<file path="src/rtl/uart_term_pkg.sv">
// Shared types and constants for the oversampled UART receive terminal.
// Imported by the receiver top; the FIFO is type-agnostic.
package uart_term_pkg;

    typedef enum logic [1:0] {
        PAR_NONE     = 2'd0,
        PAR_EVEN     = 2'd1,
        PAR_ODD      = 2'd2,
        PAR_NONE_ALT = 2'd3
    } parity_e;

    typedef enum logic [2:0] {
        ST_IDLE,
        ST_START,
        ST_DATA,
        ST_PARITY,
        ST_STOP
    } state_e;

    // Three votes centred on the middle of the bit; the last one is the decision point.
    localparam int VOTE_SPREAD = 1;

    function automatic int votePoint(input int oversample, input int idx);
        return oversample / 2 - VOTE_SPREAD + idx * VOTE_SPREAD;
    endfunction

endpackage

</file>
<file path="src/rtl/uart_rx_term_if.sv">
// Configuration, serial input and receive-FIFO read port of the UART receive terminal.
// The slave side is the receiver; the master side configures it and drains the FIFO.
interface uart_rx_term_if #(
    parameter int DATA_BITS  = 8,
    parameter int FIFO_DEPTH = 16,
    parameter int DIV_W      = 16
);
    logic                          en;
    logic [DIV_W-1:0]              clk_div;
    logic [1:0]                    parity_mode;
    logic                          stop2;
    logic                          rx;
    logic                          rd;
    logic                          err_clr;
    logic [DATA_BITS-1:0]          rdata;
    logic                          rvalid;
    logic [$clog2(FIFO_DEPTH):0]   level;
    logic                          busy;
    logic                          parity_err;
    logic                          frame_err;
    logic                          overrun;

    modport master (
        output en, clk_div, parity_mode, stop2, rx, rd, err_clr,
        input  rdata, rvalid, level, busy, parity_err, frame_err, overrun
    );

    modport slave (
        input  en, clk_div, parity_mode, stop2, rx, rd, err_clr,
        output rdata, rvalid, level, busy, parity_err, frame_err, overrun
    );
endinterface

</file>
<file path="src/rtl/uart_rx_fifo.sv">
// First-word-fall-through receive FIFO; the head is always on rdata_o while not empty.
// Pointers carry one extra wrap bit so full and empty are distinguishable.
module uart_rx_fifo #(
    parameter int WIDTH = 8,
    parameter int DEPTH = 16
) (
    input  logic                     clk,
    input  logic                     rst_n,
    input  logic                     push_i,
    input  logic                     pop_i,
    input  logic [WIDTH-1:0]         wdata_i,
    output logic [WIDTH-1:0]         rdata_o,
    output logic                     full_o,
    output logic                     empty_o,
    output logic [$clog2(DEPTH):0]   level_o
);
    localparam int AW = $clog2(DEPTH);

    logic [WIDTH-1:0] mem_q [DEPTH];
    logic [AW:0]      wrPtr_q, wrPtr_d;
    logic [AW:0]      rdPtr_q, rdPtr_d;
    logic             doPush, doPop;

    assign empty_o = (wrPtr_q == rdPtr_q);
    assign full_o  = (wrPtr_q[AW] != rdPtr_q[AW]) && (wrPtr_q[AW-1:0] == rdPtr_q[AW-1:0]);
    assign level_o = wrPtr_q - rdPtr_q;
    assign rdata_o = empty_o ? '0 : mem_q[rdPtr_q[AW-1:0]];

    // A pop in the same cycle frees the slot, so a push to a full FIFO still fits.
    assign doPop   = pop_i && !empty_o;
    assign doPush  = push_i && (!full_o || doPop);
    assign wrPtr_d = doPush ? wrPtr_q + 1'b1 : wrPtr_q;
    assign rdPtr_d = doPop ? rdPtr_q + 1'b1 : rdPtr_q;

    always_ff @(posedge clk) begin
        if (doPush) begin
            mem_q[wrPtr_q[AW-1:0]] <= wdata_i;
        end
    end

    always_ff @(posedge clk or negedge rst_n) begin
        if (!rst_n) begin
            wrPtr_q <= '0;
            rdPtr_q <= '0;
        end else begin
            wrPtr_q <= wrPtr_d;
            rdPtr_q <= rdPtr_d;
        end
    end

endmodule

</file>
<file path="src/rtl/uart_rx_term.sv">
// UART receive channel: synchroniser, oversample tick generator, majority-vote bit FSM,
// sticky error flags and a FWFT receive FIFO, all in the HCLK domain.
module uart_rx_term
    import uart_term_pkg::*;
#(
    parameter int DATA_BITS  = 8,
    parameter int OVERSAMPLE = 16,
    parameter int FIFO_DEPTH = 16,
    parameter int DIV_W      = 16
) (
    input  logic          HCLK,
    input  logic          HRESETn,
    uart_rx_term_if.slave bus
);
    localparam int SW = $clog2(OVERSAMPLE);
    localparam int BW = $clog2(DATA_BITS + 1);
    localparam logic [SW-1:0] SAMP_A    = SW'(votePoint(OVERSAMPLE, 0));
    localparam logic [SW-1:0] SAMP_B    = SW'(votePoint(OVERSAMPLE, 1));
    localparam logic [SW-1:0] SAMP_C    = SW'(votePoint(OVERSAMPLE, 2));
    localparam logic [SW-1:0] SAMP_LAST = SW'(OVERSAMPLE - 1);
    localparam logic [BW-1:0] LAST_BIT  = BW'(DATA_BITS - 1);

    state_e               state_q, state_d;
    logic                 sync1_q, sync2_q, rxPrev_q;
    logic [DIV_W-1:0]     divCnt_q, divCnt_d;
    logic [SW-1:0]        sampCnt_q, sampCnt_d;
    logic [BW-1:0]        bitCnt_q, bitCnt_d;
    logic [DATA_BITS-1:0] shift_q, shift_d;
    logic [1:0]           vote_q, vote_d;
    logic                 stopIdx_q, stopIdx_d;
    logic                 parityBad_q, parityBad_d;
    logic                 stopBad_q, stopBad_d;
    logic                 parityErr_q, frameErr_q, overrun_q;
    logic                 rxFall, tickRun, tick, decide, bitEnd, bitVal, parityOn;
    logic                 push, parSet, frmSet, ovrSet;
    logic                 fifoFull, fifoEmpty;
    parity_e              parMode;

    assign parMode  = parity_e'(bus.parity_mode);
    assign parityOn = (parMode == PAR_EVEN) || (parMode == PAR_ODD);
    assign rxFall   = rxPrev_q & ~sync2_q;
    assign tickRun  = bus.en && (state_q != ST_IDLE);
    assign tick     = tickRun && (divCnt_q == bus.clk_div);
    assign decide   = tick && (sampCnt_q == SAMP_C);
    assign bitEnd   = tick && (sampCnt_q == SAMP_LAST);
    assign bitVal   = (vote_q[0] & vote_q[1]) | (vote_q[0] & sync2_q) | (vote_q[1] & sync2_q);
    assign divCnt_d = (!tickRun || tick) ? '0 : divCnt_q + 1'b1;

    always_comb begin
        state_d     = state_q;
        sampCnt_d   = sampCnt_q;
        bitCnt_d    = bitCnt_q;
        shift_d     = shift_q;
        vote_d      = vote_q;
        stopIdx_d   = stopIdx_q;
        parityBad_d = parityBad_q;
        stopBad_d   = stopBad_q;
        push        = 1'b0;
        parSet      = 1'b0;
        frmSet      = 1'b0;
        if (tick) begin
            sampCnt_d = bitEnd ? '0 : sampCnt_q + 1'b1;
            if (sampCnt_q == SAMP_A) vote_d[0] = sync2_q;
            if (sampCnt_q == SAMP_B) vote_d[1] = sync2_q;
        end
        case (state_q)
            ST_IDLE: begin
                sampCnt_d   = '0;
                bitCnt_d    = '0;
                stopIdx_d   = 1'b0;
                parityBad_d = 1'b0;
                stopBad_d   = 1'b0;
                if (bus.en && rxFall) state_d = ST_START;
            end
            ST_START: begin
                if (decide && bitVal) state_d = ST_IDLE;
                else if (bitEnd)      state_d = ST_DATA;
            end
            ST_DATA: begin
                if (decide) shift_d = {bitVal, shift_q[DATA_BITS-1:1]};
                if (bitEnd) begin
                    if (bitCnt_q == LAST_BIT) begin
                        bitCnt_d = '0;
                        state_d  = parityOn ? ST_PARITY : ST_STOP;
                    end else begin
                        bitCnt_d = bitCnt_q + 1'b1;
                    end
                end
            end
            ST_PARITY: begin
                if (decide) parityBad_d = ((^shift_q) ^ bitVal) != (parMode == PAR_ODD);
                if (bitEnd) state_d = ST_STOP;
            end
            ST_STOP: begin
                // The last stop bit completes the frame at its decision point, not its end.
                if (decide) begin
                    if (!bus.stop2 || stopIdx_q) begin
                        frmSet  = stopBad_q | ~bitVal;
                        parSet  = parityBad_q;
                        push    = !(stopBad_q | ~bitVal) && !parityBad_q;
                        state_d = ST_IDLE;
                    end else begin
                        stopBad_d = ~bitVal;
                    end
                end
                if (bitEnd) stopIdx_d = 1'b1;
            end
            default: state_d = ST_IDLE;
        endcase
        if (!bus.en) state_d = ST_IDLE;
    end

    always_ff @(posedge HCLK or negedge HRESETn) begin
        if (!HRESETn) begin
            sync1_q     <= 1'b1;
            sync2_q     <= 1'b1;
            rxPrev_q    <= 1'b1;
            state_q     <= ST_IDLE;
            divCnt_q    <= '0;
            sampCnt_q   <= '0;
            bitCnt_q    <= '0;
            shift_q     <= '0;
            vote_q      <= '0;
            stopIdx_q   <= 1'b0;
            parityBad_q <= 1'b0;
            stopBad_q   <= 1'b0;
        end else begin
            sync1_q     <= bus.rx;
            sync2_q     <= sync1_q;
            rxPrev_q    <= sync2_q;
            state_q     <= state_d;
            divCnt_q    <= divCnt_d;
            sampCnt_q   <= sampCnt_d;
            bitCnt_q    <= bitCnt_d;
            shift_q     <= shift_d;
            vote_q      <= vote_d;
            stopIdx_q   <= stopIdx_d;
            parityBad_q <= parityBad_d;
            stopBad_q   <= stopBad_d;
        end
    end

    // Sticky flags: a set event in the same cycle as err_clr wins.
    assign ovrSet = push && fifoFull && !(bus.rd && !fifoEmpty);

    always_ff @(posedge HCLK or negedge HRESETn) begin
        if (!HRESETn) begin
            parityErr_q <= 1'b0;
            frameErr_q  <= 1'b0;
            overrun_q   <= 1'b0;
        end else begin
            if (parSet)           parityErr_q <= 1'b1;
            else if (bus.err_clr) parityErr_q <= 1'b0;
            if (frmSet)           frameErr_q  <= 1'b1;
            else if (bus.err_clr) frameErr_q  <= 1'b0;
            if (ovrSet)           overrun_q   <= 1'b1;
            else if (bus.err_clr) overrun_q   <= 1'b0;
        end
    end

    uart_rx_fifo #(
        .WIDTH (DATA_BITS),
        .DEPTH (FIFO_DEPTH)
    ) u_fifo (
        .clk     (HCLK),
        .rst_n   (HRESETn),
        .push_i  (push),
        .pop_i   (bus.rd),
        .wdata_i (shift_q),
        .rdata_o (bus.rdata),
        .full_o  (fifoFull),
        .empty_o (fifoEmpty),
        .level_o (bus.level)
    );

    assign bus.rvalid     = !fifoEmpty;
    assign bus.busy       = (state_q != ST_IDLE);
    assign bus.parity_err = parityErr_q;
    assign bus.frame_err  = frameErr_q;
    assign bus.overrun    = overrun_q;

endmodule

</file>
<file path="src/flat_wrapper.sv">
// flat-port wrapper written by rule: the top's interface ports become plain ports
module uart_rx_term_flat import uart_term_pkg::*;
#(
    parameter int DATA_BITS  = 8,
    parameter int OVERSAMPLE = 16,
    parameter int FIFO_DEPTH = 16,
    parameter int DIV_W      = 16
)
  (HCLK, HRESETn, bus_en, bus_clk_div, bus_parity_mode, bus_stop2, bus_rx, bus_rd, bus_err_clr, bus_rdata, bus_rvalid, bus_level, bus_busy, bus_parity_err, bus_frame_err, bus_overrun);
  uart_rx_term_if #(.DATA_BITS(DATA_BITS), .FIFO_DEPTH(FIFO_DEPTH), .DIV_W(DIV_W)) bus_i ();
  input  logic HCLK;
  input  logic HRESETn;
  input wire logic [$bits(bus_i.en)-1:0] bus_en;
  input wire logic [$bits(bus_i.clk_div)-1:0] bus_clk_div;
  input wire logic [$bits(bus_i.parity_mode)-1:0] bus_parity_mode;
  input wire logic [$bits(bus_i.stop2)-1:0] bus_stop2;
  input wire logic [$bits(bus_i.rx)-1:0] bus_rx;
  input wire logic [$bits(bus_i.rd)-1:0] bus_rd;
  input wire logic [$bits(bus_i.err_clr)-1:0] bus_err_clr;
  output wire logic [$bits(bus_i.rdata)-1:0] bus_rdata;
  output wire logic [$bits(bus_i.rvalid)-1:0] bus_rvalid;
  output wire logic [$bits(bus_i.level)-1:0] bus_level;
  output wire logic [$bits(bus_i.busy)-1:0] bus_busy;
  output wire logic [$bits(bus_i.parity_err)-1:0] bus_parity_err;
  output wire logic [$bits(bus_i.frame_err)-1:0] bus_frame_err;
  output wire logic [$bits(bus_i.overrun)-1:0] bus_overrun;
  assign bus_i.en = bus_en;
  assign bus_i.clk_div = bus_clk_div;
  assign bus_i.parity_mode = bus_parity_mode;
  assign bus_i.stop2 = bus_stop2;
  assign bus_i.rx = bus_rx;
  assign bus_i.rd = bus_rd;
  assign bus_i.err_clr = bus_err_clr;
  assign bus_rdata = bus_i.rdata;
  assign bus_rvalid = bus_i.rvalid;
  assign bus_level = bus_i.level;
  assign bus_busy = bus_i.busy;
  assign bus_parity_err = bus_i.parity_err;
  assign bus_frame_err = bus_i.frame_err;
  assign bus_overrun = bus_i.overrun;
  uart_rx_term #(.DATA_BITS(DATA_BITS), .OVERSAMPLE(OVERSAMPLE), .FIFO_DEPTH(FIFO_DEPTH), .DIV_W(DIV_W)) u_core (.HCLK(HCLK), .HRESETn(HRESETn), .bus(bus_i));
endmodule
</file>
<file path="config.mk">
export PLATFORM = sky130hd
export DESIGN_NAME = uart_rx_term_flat
export DESIGN_NICKNAME = d
export VERILOG_FILES = /design/src/rtl/uart_term_pkg.sv /design/src/rtl/uart_rx_term_if.sv /design/src/rtl/uart_rx_fifo.sv /design/src/rtl/uart_rx_term.sv /design/src/flat_wrapper.sv
export SDC_FILE = /design/constraint.sdc
export NUM_CORES = 1
export LEC_CHECK = 0
export CELL_PAD_IN_SITES_DETAIL_PLACEMENT = 2
export CELL_PAD_IN_SITES_GLOBAL_PLACEMENT = 2
export CORE_ASPECT_RATIO = 1.4
export CORE_UTILIZATION = 40
export DETAILED_ROUTE_END_ITERATION = 6
export PLACE_DENSITY = 0.76
export REMOVE_ABC_BUFFERS = 1
export SETUP_SLACK_MARGIN = 0.4
export SLEW_MARGIN = 0
export SYNTH_ARGS = -nofsm -noshare
export SYNTH_HDL_FRONTEND = slang
export SYNTH_SLANG_ARGS = --single-unit
</file>
<file path="constraint.sdc">
create_clock -name HCLK -period 2.9 [get_ports HCLK]
set_input_delay 0.87 -clock HCLK [delete_from_list [all_inputs] [get_ports HCLK]]
set_output_delay 0.87 -clock HCLK [all_outputs]
set_load 0.01 [all_outputs]
</file>
; ---- Word level (Yosys, flattened, before mapping)
; Memory sizes are Yosys's and may differ from the RTL's.
; Index checks and enable logic that the tools add are counted.
[word_totals]
out_inout_bits = 18
n_memories = 1
reg_bits = 56
ram_bits = 128
[classes]
eq_ne = 28
mux = 41
reduce_logical = 41
bitwise_logic = 10
n_addsub = 6
[mem_list]
columns = memory, words, width, rd, rd_clocked_by_memory_dff, wr, line_no
row1 = u_core.u_fifo.mem_q, 16, 8, 1, 0, 1, uart_rx_fifo.sv:19  ; logic [WIDTH-1:0] mem_q [DEPTH];
[op_table]
columns = op, count
row1 = 3-bit 2-to-1 mux, 10
row2 = 4-bit 2-to-1 mux, 5
row3 = 1-bit 2-to-1 mux, 19
row4 = "3-bit by 2-bit inequality test with 1-bit output, second input constant", 6
row5 = "16-bit by 1-bit adder with 16-bit output, second input constant", 1
row6 = 16-bit == test, 1
row7 = 16-bit 2-to-1 mux, 1
row8 = 3-bit one-hot mux with 5 select lines, 1
row9 = 2-bit nonzero test, 7
row10 = "4-bit == test, second input constant", 3
row11 = 1-bit logical AND, 12
row12 = 2-bit AND reduction, 6
row13 = "5-bit by 1-bit adder with 5-bit output, second input constant", 2
row14 = "4-bit by 1-bit adder with 4-bit output, second input constant", 2
row15 = "4-bit by 3-bit == test with 1-bit output, second input constant", 2
row16 = 8-bit 2-to-1 mux, 1
row17 = "2-bit by 1-bit inequality test with 1-bit output, second input constant", 4
row18 = 4-bit one-hot mux with 2 select lines, 1
row19 = 8-bit parity, 1
row20 = 1-bit logical NOT, 7
row21 = 7-bit AND reduction, 1
row22 = "3-bit by 2-bit == test with 1-bit output, second input constant", 2
row23 = 1-bit one-hot mux with 2 select lines, 3
row24 = 5-bit == test, 1
row25 = 17 further kinds, 27

; ---- Logic depth before layout (Yosys ltp)
[logic_depth]
ltp_word = 13
ltp_mapped = 11

; ---- Modules after synthesis
; Synthesis repeated with hierarchy kept, for this count alone.
[unflattened]
cells_unflattened = 541
area_unflattened_um2 = 8289.2
[modules_own_cells]
columns = mod, area_each_um2, n_inst, seq_area_each_um2, cells_each
row1 = uart_rx_fifo, 5699.2, 1, 4093.9, 279
row2 = uart_rx_term, 2590.0, 1, 1154.9, 262

; ---- Worst setup path after synthesis
; OpenSTA, ideal clock, no wires.
[synth_timing]
path_type = reg2reg
start = register u_core.u_fifo.rdPtr_q[1]
end = memory u_core.u_fifo.mem_q[3][0] (enable)
t_arrival_ps = 2834
n_path_buf = 3
stages_incl_launch_ff = 12
setup_slack_ps = -318
period_less_slack_ps = 3218
required_ps = 2517
path_cell_list = dfrtp_1 > clkbuf_1 > buf_1 > inv_1 > ha_1 > nand4_1 > nor3_1 > nor4b_1 > and3_1 > clkbuf_1 > nand2_1 > nor3_1
[synth_between]
elab_chain_cells = 7
word_cells_on_any_way = 10
classes_between = eq/ne (2) / mux (2) / reduce/logical (6)
[synth_rtl]
columns = element, line_no
row1 = "start, declared", uart_rx_fifo.sv:21  ; logic [AW:0] rdPtr_q, rdPtr_d;
row2 = "start signal, assigned", uart_rx_fifo.sv:47  ; rdPtr_q <= rdPtr_d;
row3 = 5-bit == test / 4-bit == test (equally long branches), "uart_rx_fifo.sv:24, uart_rx_fifo.sv:25"
row4 = 1-bit logical NOT / 1-bit logical AND (equally long branches), "uart_rx_fifo.sv:30, uart_rx_fifo.sv:25"
row5 = 1-bit logical AND / 1-bit logical NOT (equally long branches), "uart_rx_fifo.sv:30, uart_rx_fifo.sv:31"
row6 = 1-bit logical OR (*), uart_rx_fifo.sv:31  ; assign doPush = push_i && (!full_o || doPop);
row7 = 1-bit logical AND (*), uart_rx_fifo.sv:31
row8 = 1-bit 2-to-1 mux (*), uart_rx_fifo.sv:36  ; if (doPush) begin
row9 = 1-bit 2-to-1 mux (implied by the code) (*), uart_rx_fifo.sv:37  ; mem_q[wrPtr_q[AW-1:0]] <= wdata_i;
row10 = "end, declared", uart_rx_fifo.sv:19
; Every way passes the cells marked *; elsewhere a longest branch is shown, timed or not.

; ---- Worst setup path after layout
[layout_timing]
start = register u_core.u_fifo.rdPtr_q[0]
end = output port bus_rdata[1]
[layout_between]
elab_chain_cells = 2
word_cells_on_any_way = 3
classes_between = eq/ne (1) / mux (1) / memory (1)
[layout_rtl]
columns = element, line_no
row1 = memory 16 x 8 bit / 5-bit == test (equally long branches), -
row2 = 8-bit 2-to-1 mux (*), uart_rx_fifo.sv:27  ; assign rdata_o = empty_o ? '0 : mem_q[rdPtr_q[AW-1:0]];
row3 = "end, declared", flat_wrapper.sv:20  ; output wire logic [$bits(bus_i.rdata)-1:0] bus_rdata;
; Marks and branches as above.

==> impl_summary.txt <==
----------------------------------------------------
[Worst setup path]
  Critical path startpoint category ... flop
  Crit-path cells ... buf_12 > buf_8 > buf_12 > mux4_2 > mux4_2 > nor2b_1 > buf_2
  Crit path largest cell delay ... around 500 ps
  R2r endpoint ... u_core.u_fifo.mem_q[9][7]$_DFFE_PP_
  Peak fanout along the critical path ... 6
  Critical-path top delay cell ... sky130_fd_sc_hd__mux4_2
  Arrival time at the worst endpoint ... between 2000 and 3000 ps
  Worst flop-to-flop path startpoint ... u_core.u_fifo.rdPtr_q[0]$_DFFE_PN0P_
  Setup slack, reg-to-reg ... -220 ps
  Category of the most critical setup path ... reg -> out
  Reg2Reg Depth ... 16
  Sort of element at the end of the critical path ... output port
  Required @ worst endpoint ... about 2000 ps

[GRT]
  Overall track demand over capacity in global routing ... approximately a quarter
  Wire length of the first global-routing pass ... approximately 38000 um
  Maximum number of pins on one net before global-route repair ... 57
  Number of global-route vias before repair ... 5952
  Grt ovf ... 0
  Number of antenna violations at the first check in global routing ... 0

[STA]
  Final clock period utilization by the worst path ... 116.5%
  Clk_skew ... ~18 ps
  Final number of hold-violating endpoints ... 0
  Final worst setup slack ... -477.4 ps
  Worst-case hold slack ... between 300 and 400 ps
  Final TNS setup ... -30030 ps
  RSZ-0062 raised after global routing ... true
  Final setup fails ... 146
  Total count of max-transition violations in the final report ... 0
  Fmax ... slightly below 300 MHz
  Worst-case headroom to the max-slew limit ... roughly 43%
  Worst slew pin tran ... between 800 and 900 ps
  Minimum clock period ... approximately 3400 ps

[Logic synthesis]
  Register area share after synthesis ... approximately 64%
  Dominant combinational cell family by area after synthesis ... multiplexers
  Warnings from Yosys ... 0
  Mean area per synthesized cell ... 15.68 um^2
  Adder-Cell Fraction of Synth Area ... under 10%
  Synth Area in Compound Gates ... under 10%
  Fraction of synthesized area in multiplexers ... ~13%
  Cells after Synth ... 520
  Simple-gate area share of the yosys netlist ... under 10%
  Flip-flop cell with the highest count after synthesis ... sky130_fd_sc_hd__edfxtp_1
  Post-synthesis async set-or-reset flop share ... slightly above 30%
  Count of different cell masters after synthesis ... 53
  Number of storage elements in the synthesis netlist ... about 180
  Area of the mapped netlist ... ~8000 um^2
  Xor and xnor area share after synthesis ... between 5 and 6%
  Number of synthesized flops with an enable pin ... 128

[CTS]
  CTS buffer count ... 17
  Sink count of the clock tree ... about 180
  Clock input transition at the sequential cells of the worst setup and hold paths ... about 70 ps
  TritonCTS clock tree ... yes
  Longest Clk Path Bufs ... 2
  CTS H-tree depth ... 4
  Latest clock arrival within the worst-skew pair ... ~460 ps
  Root buffer cell ... sky130_fd_sc_hd__clkbuf_16

[Power]
  Power dissipated by switching net loads ... roughly 0.0021 W
  Post-layout power ... 0.007029 W
  Power density cells ... 659.2 nW/um^2
  LEAKAGE ... 4.430 nW
  Clock share of power ... 33.1%
  Power share of the sequential group ... around two fifths
  Gate power share ... between 20% and 30%
  Worst IR drop on VDD ... between 400 and 500 uV
  Net Sw Frac ... between 30% and 40%
  Cell internal power dissipation ... 0.004915 W

[Layout]
  Proportion of layout cells with a drive suffix above 1 ... 37.61%
  Most common library cell in the layout ignoring fill and taps ... sky130_fd_sc_hd__edfxtp_1
  Highest-count cells in the layout ignoring fill and taps ... sky130_fd_sc_hd__edfxtp_1 (128), sky130_fd_sc_hd__buf_4 (52), sky130_fd_sc_hd__dfrtp_1 (51), sky130_fd_sc_hd__mux4_2 (40), sky130_fd_sc_hd__xor2_1 (29)
  Layout Nets ... approximately 700
  Layout filler cell count ... between 1500 and 2000
  Area growth syn-to-layout ... 30.79%
  Number of antenna cells inserted ... 0

[Die]
  Boundary pin count ... 43
  Floorplan Core Area ... 19920 um^2
  Die boundary width ... approximately 120 um
  Starting density of the core ... roughly two fifths
  Number of cell rows ... 61
  Y dimension of the die ... ~170 um
  Area of the die ... 20970 um^2

[Run status]
  Violations in the final reports ... negative setup slack
  Result of the run ... complete, but fails checks

[Place]
  Final weighted congestion in routability-driven placement ... approximately 0.78
  Dpl ws ... -375.9 ps
  Total of buffers placed on input and output ports ... 42
  Sum of net half-perimeters after detailed placement ... 16400 um

[Route]
  ANT nets after route ... 0
  Total routed wirelength ... between 20000 and 30000 um
  Via/cell ratio ... roughly 5.7
  Total number of vias ... around 5200
  Mean routed wirelength per cell ... 27.62 um
  Pre-Repair DR Iteration Count ... 6
  DRC ... 0
  Count of routing violations after the opening detailed-route iteration ... 260

[Min path]
  Worst Hold Endpoint ... u_core.sync2_q$_DFF_PN1_
  Hold WC Path Type ... reg -> reg
  Number of instances on the worst hold path ... 0
  Hold Crit Start ... u_core.sync1_q$_DFF_PN1_

[Job]
  Max-capacitance violation count ... 0

----------------------------------------------------
-- layout make-up --
class                      instances  area (um^2)  share of cell area (%)
clock buffer                      18        429.2                   4.025
inverter                          24        90.09                  0.8449
multi-input combinational        295         3023                   28.35
tap                              252        315.3                   2.957
clock inverter                    14        152.6                   1.432
sequential                       184         5251                   49.25
timing repair buffer             135         1401                   13.14
-- per-stage QoR --
step	util [%]	area, um^2	cells
2_1_floorplan	-	8078	503
3_3_place_gp	47.86	9533	860
3_5_place_dp	47.86	9533	860
4_1_cts	52.94	10550	918
5_1_grt	53.53	10660	922
6_report	53.53	10660	922
-- sequential cells by signal, indices dropped and copies added, names as in the netlist, 2 cells and up --
register               cells
u_core.u_fifo.wrPtr_q      5
u_core.sampCnt_q           4
u_core.vote_q              2
u_core.shift_q             8
u_core.divCnt_q           16
u_core.bitCnt_q            4
u_core.u_fifo.mem_q      128
u_core.state_q             3
u_core.u_fifo.rdPtr_q      5
-- kinds of logic (layout without fill, tap and decap cells) --
group	Yosys count	in the layout
fa+ha+maj	17	17
xor+xnor	51	51
buf+inv	41	191
simple gates	136	136
flops	184	184
compound gates	39	39
mux	52	52
-- routing by layer --
layer	wire length, um	share of wire [%]	track usage [%]	up-vias
met5	0	0	0	-
met1	9335	37	27.75	2776
met3	574	2.3	2.867	53
met4	834	3.3	10.45	0
li1	-	-	-	2256
met2	14720	58	49.83	130
-- Yosys cell counts, types with 4 or more instances --
cell type                  instances  share of area (%)
sky130_fd_sc_hd__xnor2_1          21                2.3
sky130_fd_sc_hd__xor2_1           30                3.2
sky130_fd_sc_hd__nand4_1           7               0.54
sky130_fd_sc_hd__o21ai_0           8               0.49
sky130_fd_sc_hd__nand2_1          19               0.87
sky130_fd_sc_hd__nor2b_1          16                1.2
sky130_fd_sc_hd__clkbuf_1         11               0.51
sky130_fd_sc_hd__nor2_1           25                1.2
sky130_fd_sc_hd__mux4_2           40                 11
sky130_fd_sc_hd__nand3_1          17                1.0
sky130_fd_sc_hd__a21oi_1           6               0.37
sky130_fd_sc_hd__ha_1             15                2.3
sky130_fd_sc_hd__o22ai_1           5               0.38
sky130_fd_sc_hd__mux2_2            9                1.2
sky130_fd_sc_hd__edfxtp_1        128                 47
sky130_fd_sc_hd__nor4_2            4               0.61
sky130_fd_sc_hd__a31oi_1           5               0.38
sky130_fd_sc_hd__nor3_1            4               0.25
sky130_fd_sc_hd__inv_1            23                1.1
sky130_fd_sc_hd__nand2b_1          4               0.31
sky130_fd_sc_hd__and3_1           22                1.7
sky130_fd_sc_hd__dfrtp_1          53                 16
-- how the worst max path moves through the flow --
stage	start	to	slack [ps]	cells after the start
6_report	u_core.u_fifo.rdPtr_q[0]$_DFFE_PN0P_	bus_rdata[1]	-480	7
4_1_cts	u_core.u_fifo.rdPtr_q[0]$_DFFE_PN0P_	bus_rdata[1]	-490	7
2_1_floorplan	u_core.u_fifo.rdPtr_q[0]$_DFFE_PN0P_	u_core.u_fifo.mem_q[3][0]$_DFFE_PP_	-980	7
3_5_place_dp	bus_clk_div[5]	u_core.state_q[2]$_DFFE_PN0P_	-380	8
5_1_grt	u_core.u_fifo.rdPtr_q[0]$_DFFE_PN0P_	bus_rdata[1]	-530	7
3_3_place_gp	bus_clk_div[5]	u_core.u_fifo.mem_q[3][6]$_DFFE_PP_	-300	9
-- worst max-delay path: cells and delay by family, from the launching register on --
| kind | cells | cell delay, ps |
|---|---|---|
| multiplexers | 2 | 990 |
| flip-flops | 1 | 450 |
| AND/OR/NAND/NOR | 1 | 140 |
| buffers and inverters | 4 | 480 |
-- power groups by stage --
stage	registers [W]	clock network [W]	logic [W]
6_report	0.00290	0.00233	0.00180
5_1_grt	0.00291	0.00245	0.00192
4_1_cts	0.00290	0.00234	0.00175
3_5_place_dp	0.00295	0	0.00146
3_3_place_gp	0.00294	0	0.00140
2_1_floorplan	0.00311	0	0.000579
-- what timing repair did --
item	4_1_cts	5_1_grt
buffers inserted	25	3
resized for setup	128	48
hold buffers	0	0
hold endpoints to repair	0	0
cloned	1	1
pin swaps	20	13
endpoints found under the setup margin	170	164
Power figures use the tool's default switching activity.
